**src/rtl/tmds_pkg.sv**
```systemverilog
// Shared TMDS types, control symbols and 8b/10b helper functions
// for the DVI transmit encoder.
package tmds_pkg;

  localparam int SYM_W = 10;

  typedef logic [SYM_W-1:0] sym_t;
  typedef logic signed [4:0] disp_t;

  localparam sym_t CTRL_00 = 10'h354;
  localparam sym_t CTRL_01 = 10'h0AB;
  localparam sym_t CTRL_10 = 10'h154;
  localparam sym_t CTRL_11 = 10'h2AB;

  function automatic logic [3:0] ones8(input logic [7:0] v);
    logic [3:0] n;
    n = '0;
    for (int i = 0; i < 8; i++) n = n + {3'b000, v[i]};
    return n;
  endfunction

  function automatic sym_t ctrl_symbol(input logic [1:0] c);
    sym_t s;
    case (c)
      2'b00:   s = CTRL_00;
      2'b01:   s = CTRL_01;
      2'b10:   s = CTRL_10;
      default: s = CTRL_11;
    endcase
    return s;
  endfunction

  // Stage-1 transition minimisation; bit 8 flags the XOR path.
  function automatic logic [8:0] min_transitions(input logic [7:0] d);
    logic [3:0] n;
    logic       xnor_sel;
    logic [8:0] q;
    n        = ones8(d);
    xnor_sel = (n > 4'd4) || ((n == 4'd4) && !d[0]);
    q[0]     = d[0];
    for (int i = 1; i < 8; i++)
      q[i] = xnor_sel ? ~(q[i-1] ^ d[i]) : (q[i-1] ^ d[i]);
    q[8] = ~xnor_sel;
    return q;
  endfunction

endpackage

```
**src/rtl/tmds_channel_encoder.sv**
```systemverilog
// One TMDS lane: registered transition minimisation followed by the
// DC-balancing stage with its own running disparity counter.
module tmds_channel_encoder
  import tmds_pkg::*;
(
  input  logic       clk,
  input  logic       rst_n,
  input  logic [7:0] d,
  input  logic [1:0] ctrl,
  input  logic       de,
  output logic [9:0] sym
);

  logic [8:0] qm_r;
  logic       de_r;
  logic [1:0] ctrl_r;
  disp_t      cnt;
  disp_t      cnt_nxt;
  disp_t      diff;
  sym_t       sym_nxt;
  logic [4:0] n1x;

  always_ff @(posedge clk or negedge rst_n) begin
    if (!rst_n) begin
      qm_r   <= '0;
      de_r   <= 1'b0;
      ctrl_r <= 2'b00;
    end else begin
      qm_r   <= min_transitions(d);
      de_r   <= de;
      ctrl_r <= ctrl;
    end
  end

  // diff = N1 - N0 over q_m[7:0], always within -8..+8
  assign n1x  = {1'b0, ones8(qm_r[7:0])};
  assign diff = $signed(n1x + n1x - 5'd8);

  always_comb begin
    sym_nxt = ctrl_symbol(ctrl_r);
    cnt_nxt = '0;
    if (de_r) begin
      if (cnt == 0 || diff == 0) begin
        sym_nxt = {~qm_r[8], qm_r[8], qm_r[8] ? qm_r[7:0] : ~qm_r[7:0]};
        cnt_nxt = qm_r[8] ? cnt + diff : cnt - diff;
      end else if ((cnt > 0 && diff > 0) || (cnt < 0 && diff < 0)) begin
        sym_nxt = {1'b1, qm_r[8], ~qm_r[7:0]};
        cnt_nxt = cnt + (qm_r[8] ? 5'sd2 : 5'sd0) - diff;
      end else begin
        sym_nxt = {1'b0, qm_r[8], qm_r[7:0]};
        cnt_nxt = cnt + diff - (qm_r[8] ? 5'sd0 : 5'sd2);
      end
    end
  end

  always_ff @(posedge clk or negedge rst_n) begin
    if (!rst_n) begin
      sym <= CTRL_00;
      cnt <= '0;
    end else begin
      sym <= sym_nxt;
      cnt <= cnt_nxt;
    end
  end

endmodule

```
**src/rtl/tmds_tx_encoder.sv**
```systemverilog
// DVI transmit encoder: three TMDS lanes plus aligned data-enable.
// Build with TMDS_TX_PATTERN_EN to add the internal horizontal-ramp test source.
module tmds_tx_encoder
  import tmds_pkg::*;
(
  input  logic       I_clk,
  input  logic       I_rst_n,
`ifdef TMDS_TX_PATTERN_EN
  input  logic       I_pattern_sel,
`endif
  input  logic [7:0] I_rgb_r,
  input  logic [7:0] I_rgb_g,
  input  logic [7:0] I_rgb_b,
  input  logic       I_rgb_hs,
  input  logic       I_rgb_vs,
  input  logic       I_rgb_de,
  output logic [9:0] O_tmds_ch0,
  output logic [9:0] O_tmds_ch1,
  output logic [9:0] O_tmds_ch2,
  output logic       O_de
);

  logic [7:0] r_in, g_in, b_in;
  logic       de_p1;

`ifdef TMDS_TX_PATTERN_EN
  logic [7:0] pix_cnt;
  logic [7:0] pat_val;
  logic       de_q;

  // Ramp restarts at 0 on the first active pixel of each line.
  assign pat_val = (I_rgb_de && !de_q) ? 8'd0 : pix_cnt;

  always_ff @(posedge I_clk or negedge I_rst_n) begin
    if (!I_rst_n) begin
      pix_cnt <= '0;
      de_q    <= 1'b0;
    end else begin
      de_q <= I_rgb_de;
      if (I_rgb_de) pix_cnt <= pat_val + 8'd1;
    end
  end

  assign r_in = I_pattern_sel ? pat_val : I_rgb_r;
  assign g_in = I_pattern_sel ? pat_val : I_rgb_g;
  assign b_in = I_pattern_sel ? pat_val : I_rgb_b;
`else
  assign r_in = I_rgb_r;
  assign g_in = I_rgb_g;
  assign b_in = I_rgb_b;
`endif

  tmds_channel_encoder u_ch0 (
    .clk   (I_clk),
    .rst_n (I_rst_n),
    .d     (b_in),
    .ctrl  ({I_rgb_vs, I_rgb_hs}),
    .de    (I_rgb_de),
    .sym   (O_tmds_ch0)
  );

  tmds_channel_encoder u_ch1 (
    .clk   (I_clk),
    .rst_n (I_rst_n),
    .d     (g_in),
    .ctrl  (2'b00),
    .de    (I_rgb_de),
    .sym   (O_tmds_ch1)
  );

  tmds_channel_encoder u_ch2 (
    .clk   (I_clk),
    .rst_n (I_rst_n),
    .d     (r_in),
    .ctrl  (2'b00),
    .de    (I_rgb_de),
    .sym   (O_tmds_ch2)
  );

  // de follows the same two register stages as the symbols
  always_ff @(posedge I_clk or negedge I_rst_n) begin
    if (!I_rst_n) begin
      de_p1 <= 1'b0;
      O_de  <= 1'b0;
    end else begin
      de_p1 <= I_rgb_de;
      O_de  <= de_p1;
    end
  end

endmodule
```
**config.mk**
```make
export PLATFORM = sky130hd
export DESIGN_NAME = tmds_tx_encoder
export DESIGN_NICKNAME = d
export VERILOG_FILES = /design/src/rtl/tmds_pkg.sv /design/src/rtl/tmds_channel_encoder.sv /design/src/rtl/tmds_tx_encoder.sv
export SDC_FILE = /design/constraint.sdc
export NUM_CORES = 1
export LEC_CHECK = 0
export CORE_MARGIN = 4
export CORE_UTILIZATION = 33
export CTS_CLUSTER_SIZE = 8
export DETAILED_ROUTE_END_ITERATION = 10
export PLACE_DENSITY = 0.57
export SYNTH_ARGS = -nofsm -noshare
export SYNTH_HDL_FRONTEND = slang
export SYNTH_SLANG_ARGS = --single-unit
```
**constraint.sdc**
```tcl
create_clock -name I_clk -period 6.3 [get_ports I_clk]
set_clock_uncertainty 0.05 [all_clocks]
set_input_delay 1.26 -clock I_clk [delete_from_list [all_inputs] [get_ports I_clk]]
set_output_delay 1.26 -clock I_clk [all_outputs]
set_load 0.005 [all_outputs]
```
==> metrics.md, run 1 <==
| Metric | Value |
|---|---|
| Clock tree buffer depth | `2` |
| Post-synthesis instance area | `just under 0.006 mm²` |
| Filler cells | `1689` |
| Register area share after synthesis | `a little under a third` |
| Worst-Margin Slew | `about 900 ps` |
| Share of cells above drive strength 1 | `6.36%` |
| Register area | `0.00185 mm²` |
| CP startpoint | `u_ch2.qm_r[0]` |
| Internal reg-to-reg setup slack | `1220 ps` |
| Post-synth top flop | `dfrtp_1` |
| Global route overflow | `0` |
| R2R Path Start | `u_ch2.qm_r[0]` |
| Data arrival, critical path | `~5300 ps` |
| RSZ-0062 raised after global routing | `no` |
| Synth Area in Compound Gates | `11.8%` |
| CTS tree | `done` |
| DIE HEIGHT | `141 µm` |
| Max Cap Viol | `0` |
| Router iterations before antenna repair | `4` |
| Critical Path Sink Type | `flip-flop` |
| Worst min-delay path category | `reg2reg` |
| Critical Path RT | `between 6000 and 7000 ps` |
| Library cells used by synthesis | `60` |
| Num ports | `60` |
| Port Buf Inserts | `59` |
| Vias in the first global route | `4491` |
| Setup TNS | `0 ps` |
| First-pass GRT wire length | `21400 µm` |
| Area share of xor/xnor cells in the synthesized design | `around an eighth` |
| Die Wd | `~140 µm` |
| Initial antenna violation count | `0` |
| Post-synthesis adder-cell area fraction | `between 20% and 30%` |
| Worst path max stage delay | `approximately 670 ps` |
| Final net count | `769` |
| # setup viols final | `0` |
| Syn nets | `approximately 710` |
| DR iter-0 viols | `186` |
| Average footprint of a synthesized cell | `~10 µm²` |
| Drt total wl | `about 12000 µm` |
| CP max FO | `5` |
| Vias | `roughly 4.2k` |
| Asr flop ratio synth | `100%` |
| Post-CTS resize count | `0` |
| DRC Markers | `0` |
| WP buf/inv | `3` |
| Number of synthesized flops with an enable pin | `0` |
| Final RePlAce weighted congestion | `0.884` |
| Post-DR vias/cell | `~4.8` |
| Hold WS | `between 400 and 500 ps` |
| Combinational family with the most area after synthesis | `adder cells` |
| Crit path launch type | `flip-flop` |
| Floorplan row count | `48` |
| Clock root buffer | `clkbuf_16` |
| Worst-path clk slew | `about 60 ps` |
| CTS buffer count | `9` |
| Post-CTS Setup Inserts | `0` |
| Hold path startpoint | `u_ch2.qm_r[4]` |
| F_max | `197 MHz` |
| CTS H-tree lvls | `3` |
| Core area | `around 0.017 mm²` |
| Largest net degree at the start of global routing | `74` |
| Diodes inserted | `0` |
| Hpwl dp | `9600 µm` |
| Period minus WS final | `approximately 5000 ps` |
| Mapped Cells | `~580` |
| Gr usage total | `around an eighth` |
| Yosys warnings | `0` |
| Critical path, cell by cell | `ha_1, inv_1, fa_1, fa_1, fa_1, fa_1, inv_1, ha_1, inv_1, ha_1, nor3b_1, nor3_1, xor2_1, or3_1, o211ai_1, mux2i_1` |
| Final hold vios | `0` |
| Wire length per cell | `roughly 14 µm` |
| Setup CP Type | `reg2reg` |
| Multi-input combinational cell area | `about 0.0036 mm²` |
| # clock sinks | `73` |
| Simple-gate share of the synthesized area | `between 10% and 20%` |
| Slew headroom | `39.8%` |
| Starting Density | `about a third` |
| FF+latch count, synth | `73` |
| DIE AREA | `roughly 0.020 mm²` |
| Skew-Pair Late Insertion Delay | `~330 ps` |
| Final period util | `80.6%` |
| Status | `finished clean` |
| Slew Viols, Final | `0` |
| CP max-delay cell | `fa_1` |
| Antenna-violating nets left | `0` |
| Post-Route Utilization | `between 40 and 50%` |
| Hold buffers post-CTS | `0` |
| Family with the most delay on the worst path | `adder cells` |
| Layout Area Growth over Synthesis | `19.1%` |
| Crit-path most repeated cell | `fa_1` |
| Mux cell area share after synthesis | `around 1.0%` |
==> state kept, by name, indices dropped and copies added (netlist names) <==
register and count:
u_ch0.sym 10, u_ch1.sym 10, u_ch2.sym 10, u_ch0.qm_r 9, u_ch1.qm_r 9, u_ch2.qm_r 9, u_ch0.cnt 4, u_ch1.cnt 4
u_ch2.cnt 4, u_ch0.ctrl_r 2, O_de 1, u_ch2.de_r 1
==> layout make-up <==
cell class,count,share of cell area (%)
multi-input combinational,393,51.3
sequential,73,26.4
timing repair buffer,60,8.52
inverter,103,5.53
tap,225,4.03
clock buffer,10,3.28
clock inverter,6,0.967
==> through the flow <==
step,instances,setup slack [ps],cell area (µm²)
global route,870,1020,6990
detailed placement,854,988,6690
global placement,854,1130,6690
finish,870,1220,6990
CTS,870,1180,6990
floorplan,582,1630,5870
==> tightest hold or removal path: stages (launching register included) <==
cell	delay (ps)
dfrtp_1	360
xnor2_1	80
nand2_1	60
==> routing by layer <==
layer  part of all wire, %  GRT usage [%]
met3                   3.8           2.49
met5                     0              0
met2                    51           22.9
met4                   1.1           2.60
met1                    44           16.4
==> cell usage in the layout (no fill, tap or decap), drive strengths merged, types with 11 or more instances in the layout <==
cell type	synthesis	routed
o21ai	12	12
xnor2	61	61
dfrtp	58	58
nor2b	11	11
ha	61	61
nor2	25	25
dfstp	15	15
inv	103	104
clkdlybuf4s50	0	58
fa	39	39
nand2	26	26
a21oi	25	25
xor2	17	17
==> kinds of logic (layout without fill, tap and decap cells) <==
logic type,after synthesis,in the layout
AND/OR/NAND/NOR,115,115
AO/OA/AOI/OAI,94,94
adder cells (fa/ha/maj),100,100
XOR/XNOR,78,78
multiplexers,6,6
buffers and inverters,116,179
flip-flops,73,73
==> cell usage after synthesis (all sizes together), types with 5 or more instances <==
cell      n  share of area (%)
a211oi    8                1.1
a21oi    25                2.4
a31oi     5               0.53
and2      5               0.53
clkbuf   10               0.64
dfrtp    58                 25
dfstp    15                6.7
fa       39                 13
ha       61                 13
inv     103                6.6
mux2i     5               0.85
nand2    26                1.7
nand2b   10                1.1
nor2     25                1.6
nor2b    11                1.2
nor3      9               0.77
nor3b     8                1.0
o211ai    7               0.90
o21ai    12                1.0
or3       5               0.53
xnor2    61                9.1
xor2     17                2.5
==> final timing paths <==
check	end	cells past startpoint
max	u_ch2.cnt[4]	16
min reg2reg	u_ch2.sym[4]	2
max reg2reg	u_ch2.cnt[4]	16
max in group asynchronous	u_ch0.sym[3]	1
min	u_ch2.sym[4]	2
min in group asynchronous	u_ch1.sym[0]	1
Power of run 1 is left out: the tool's default activity adds up to more than one toggle a clock period on the data nets, which glitch-free logic cannot reach.
==> run 2, diff against run 1 <==
--- a/config.mk
+++ b/config.mk
@@ -9,7 +9,7 @@
 export CORE_UTILIZATION = 33
 export CTS_CLUSTER_SIZE = 8
 export DETAILED_ROUTE_END_ITERATION = 10
-export PLACE_DENSITY = 0.57
+export PLACE_DENSITY = 0.59
 export SYNTH_ARGS = -nofsm -noshare
 export SYNTH_HDL_FRONTEND = slang
 export SYNTH_SLANG_ARGS = --single-unit
==> constraint.sdc (replaced) <==
create_clock -name I_clk -period 4.35 [get_ports I_clk]
set_clock_uncertainty 0.05 [all_clocks]
set_input_delay 0.87 -clock I_clk [delete_from_list [all_inputs] [get_ports I_clk]]
set_output_delay 0.87 -clock I_clk [all_outputs]
set_load 0.005 [all_outputs]
==> run 2 against run 1 <==
The flow now finishes with violations (setup timing). Sequential cell count unchanged. Worst setup slack got worse by 1500 ps. First-iteration DRC count up 25%. Critical path depth shrank 1. Cell count rose by 8.3%. Hold slack worse by 120 ps. Maximum frequency grew 10%. Global-route usage rose by 1.1 points. Non-clock buffer count increased by 71. Utilization grew 4.5 points. Critical endpoint is now u_ch0.cnt[4]. Highest routed layer unchanged.
==> metrics.md, run 2 (synthesis gave the netlist of run 1 again) <==
| Metric | Value |
|---|---|
| Status | `finished with violations` |
| Violated checks | `setup timing` |
| Clock tree buffer depth | `2` |
| Most used cells in the layout excluding fill and tap cells | `inv_1, buf_4, dfrtp_1, clkdlybuf4s50_1, xnor2_1` |
| DIE AREA | `around 0.02 mm²` |
| Layout Area Growth over Synthesis | `32.6%` |
| Drt total wl | `between 10000 and 15000 µm` |
| Floorplan row count | `48` |
| Largest net degree at the start of global routing | `between 70 and 80` |
| Vias in the first global route | `around 4.8k` |
| Pre-CTS setup slack | `-265 ps` |
| Final RePlAce weighted congestion | `0.901` |
| Max Cap Viol | `0` |
| CTS tree | `done` |
| Skew-Pair Late Insertion Delay | `340 ps` |
| Setup CP Type | `reg2reg` |
| Most common cell after layout, fill and taps aside | `inv_1` |
| Final period util | `106%` |
| Period minus WS final | `approximately 4600 ps` |
| Clock root buffer | `clkbuf_16` |
| Largest regs | `u_ch0.sym: 10 flops, u_ch1.sym: 10 flops, u_ch2.sym: 10 flops` |
| Multi-input combinational cell area | `~0.0038 mm²` |
| Internal reg-to-reg setup slack | `-250 ps` |
| Die Wd | `around 140 µm` |
| CTS H-tree lvls | `3` |
| Initial antenna violation count | `0` |
| Register area | `between 0.0015 and 0.002 mm²` |
| Crit path launch type | `flip-flop` |
| Hold buffers post-CTS | `0` |
| Final net count | `roughly 840` |
| Critical Path Sink Type | `flip-flop` |
| F_max | `218 MHz` |
| Vias | `around 4.5k` |
| Slew Viols, Final | `0` |
| Num ports | `60` |
| # clock sinks | `73` |
| Post-Route Utilization | `~45%` |
| # setup viols final | `3` |
| RSZ-0062 raised after global routing | `yes` |
| Wire length per cell | `about 14 µm` |
| Hpwl dp | `~11000 µm` |
| Diodes inserted | `0` |
| Share of cells above drive strength 1 | `22.6%` |
| Worst min-delay path category | `reg2reg` |
| CTS buffer count | `9` |
| Final hold vios | `0` |
| Setup WS post-layout | `-247 ps` |
| DRC Markers | `0` |
| Slew headroom | `38.0%` |
| Core area | `0.0174 mm²` |
| Worst-path clk slew | `60 ps` |
| DIE HEIGHT | `around 140 µm` |
| DR iter-0 viols | `232` |
| CP max FO | `4` |
| Global route overflow | `0` |
| Critical Path RT | `around 4500 ps` |
| First-pass GRT wire length | `22800 µm` |
| Filler cells | `around 1.6k` |
| Port Buf Inserts | `59` |
| Starting Density | `between 30% and 40%` |
| Router iterations before antenna repair | `4` |
| Worst-Margin Slew | `930 ps` |
| Gr usage total | `between 10% and 20%` |
| Post-DR vias/cell | `approximately 4.7` |
| Antenna-violating nets left | `0` |
| Data arrival, critical path | `about 4800 ps` |
## run 2: through the flow
stage	hold WS, ps	TNS [ps]	std cells	cell area, µm²
detailed placement	339	-2480	920	7270
CTS	355	-517	937	7580
finish	350	-586	942	7780
floorplan	302	-141	582	5950
global route	373	-1840	942	7780
global placement	342	-1130	920	7270
## run 2: cell type report
cell class,instances,share of cell area [%]
timing repair buffer,131,14.7
clock inverter,5,0.483
inverter,103,4.97
multi-input combinational,394,49.3
clock buffer,11,3.25
sequential,73,23.7
tap,225,3.62
## run 2: final timing paths
check                               from  cells past startpoint            to
setup / recovery           u_ch0.qm_r[0]                     15  u_ch0.cnt[4]
min in group asynchronous        I_rst_n                      1  u_ch0.sym[3]
max in group asynchronous        I_rst_n                      1          O_de
hold / removal                u_ch2.de_r                      1  u_ch2.sym[8]
hold reg to reg               u_ch2.de_r                      1  u_ch2.sym[8]
setup reg to reg           u_ch0.qm_r[0]                     15  u_ch0.cnt[4]
## run 2: per-layer routing
metal	routed length, µm	GRT usage [%]	part of all wire, %	up-vias
met2	6810	23.8	51	80
met1	6010	17.8	45	2206
met4	219	5.05	1.6	0
met5	0	0	0	-
met3	423	2.39	3.1	15
li1	-	-	-	2159
## run 2: critical path, cell delays in order (launching register included)
cell      delay (ps)
dfrtp_1          380
ha_1             290
inv_2             40
fa_1             490
fa_1             430
fa_2             370
fa_2             620
ha_2             200
inv_1             60
fa_1             480
nor3b_1          320
nor3_2           100
xnor2_1          140
a211oi_1          60
or3_1            330
mux2i_1          130
## run 2: repair_timing
| item | CTS | global route |
|---|---|---|
| pin swaps | 6 | 24 |
| buffers inserted | 1 | 4 |
| cloned | 0 | 1 |
| resized for setup | 3 | 39 |
| endpoints found under the setup margin | 6 | 23 |
Power of run 2 is left out for the same reason.
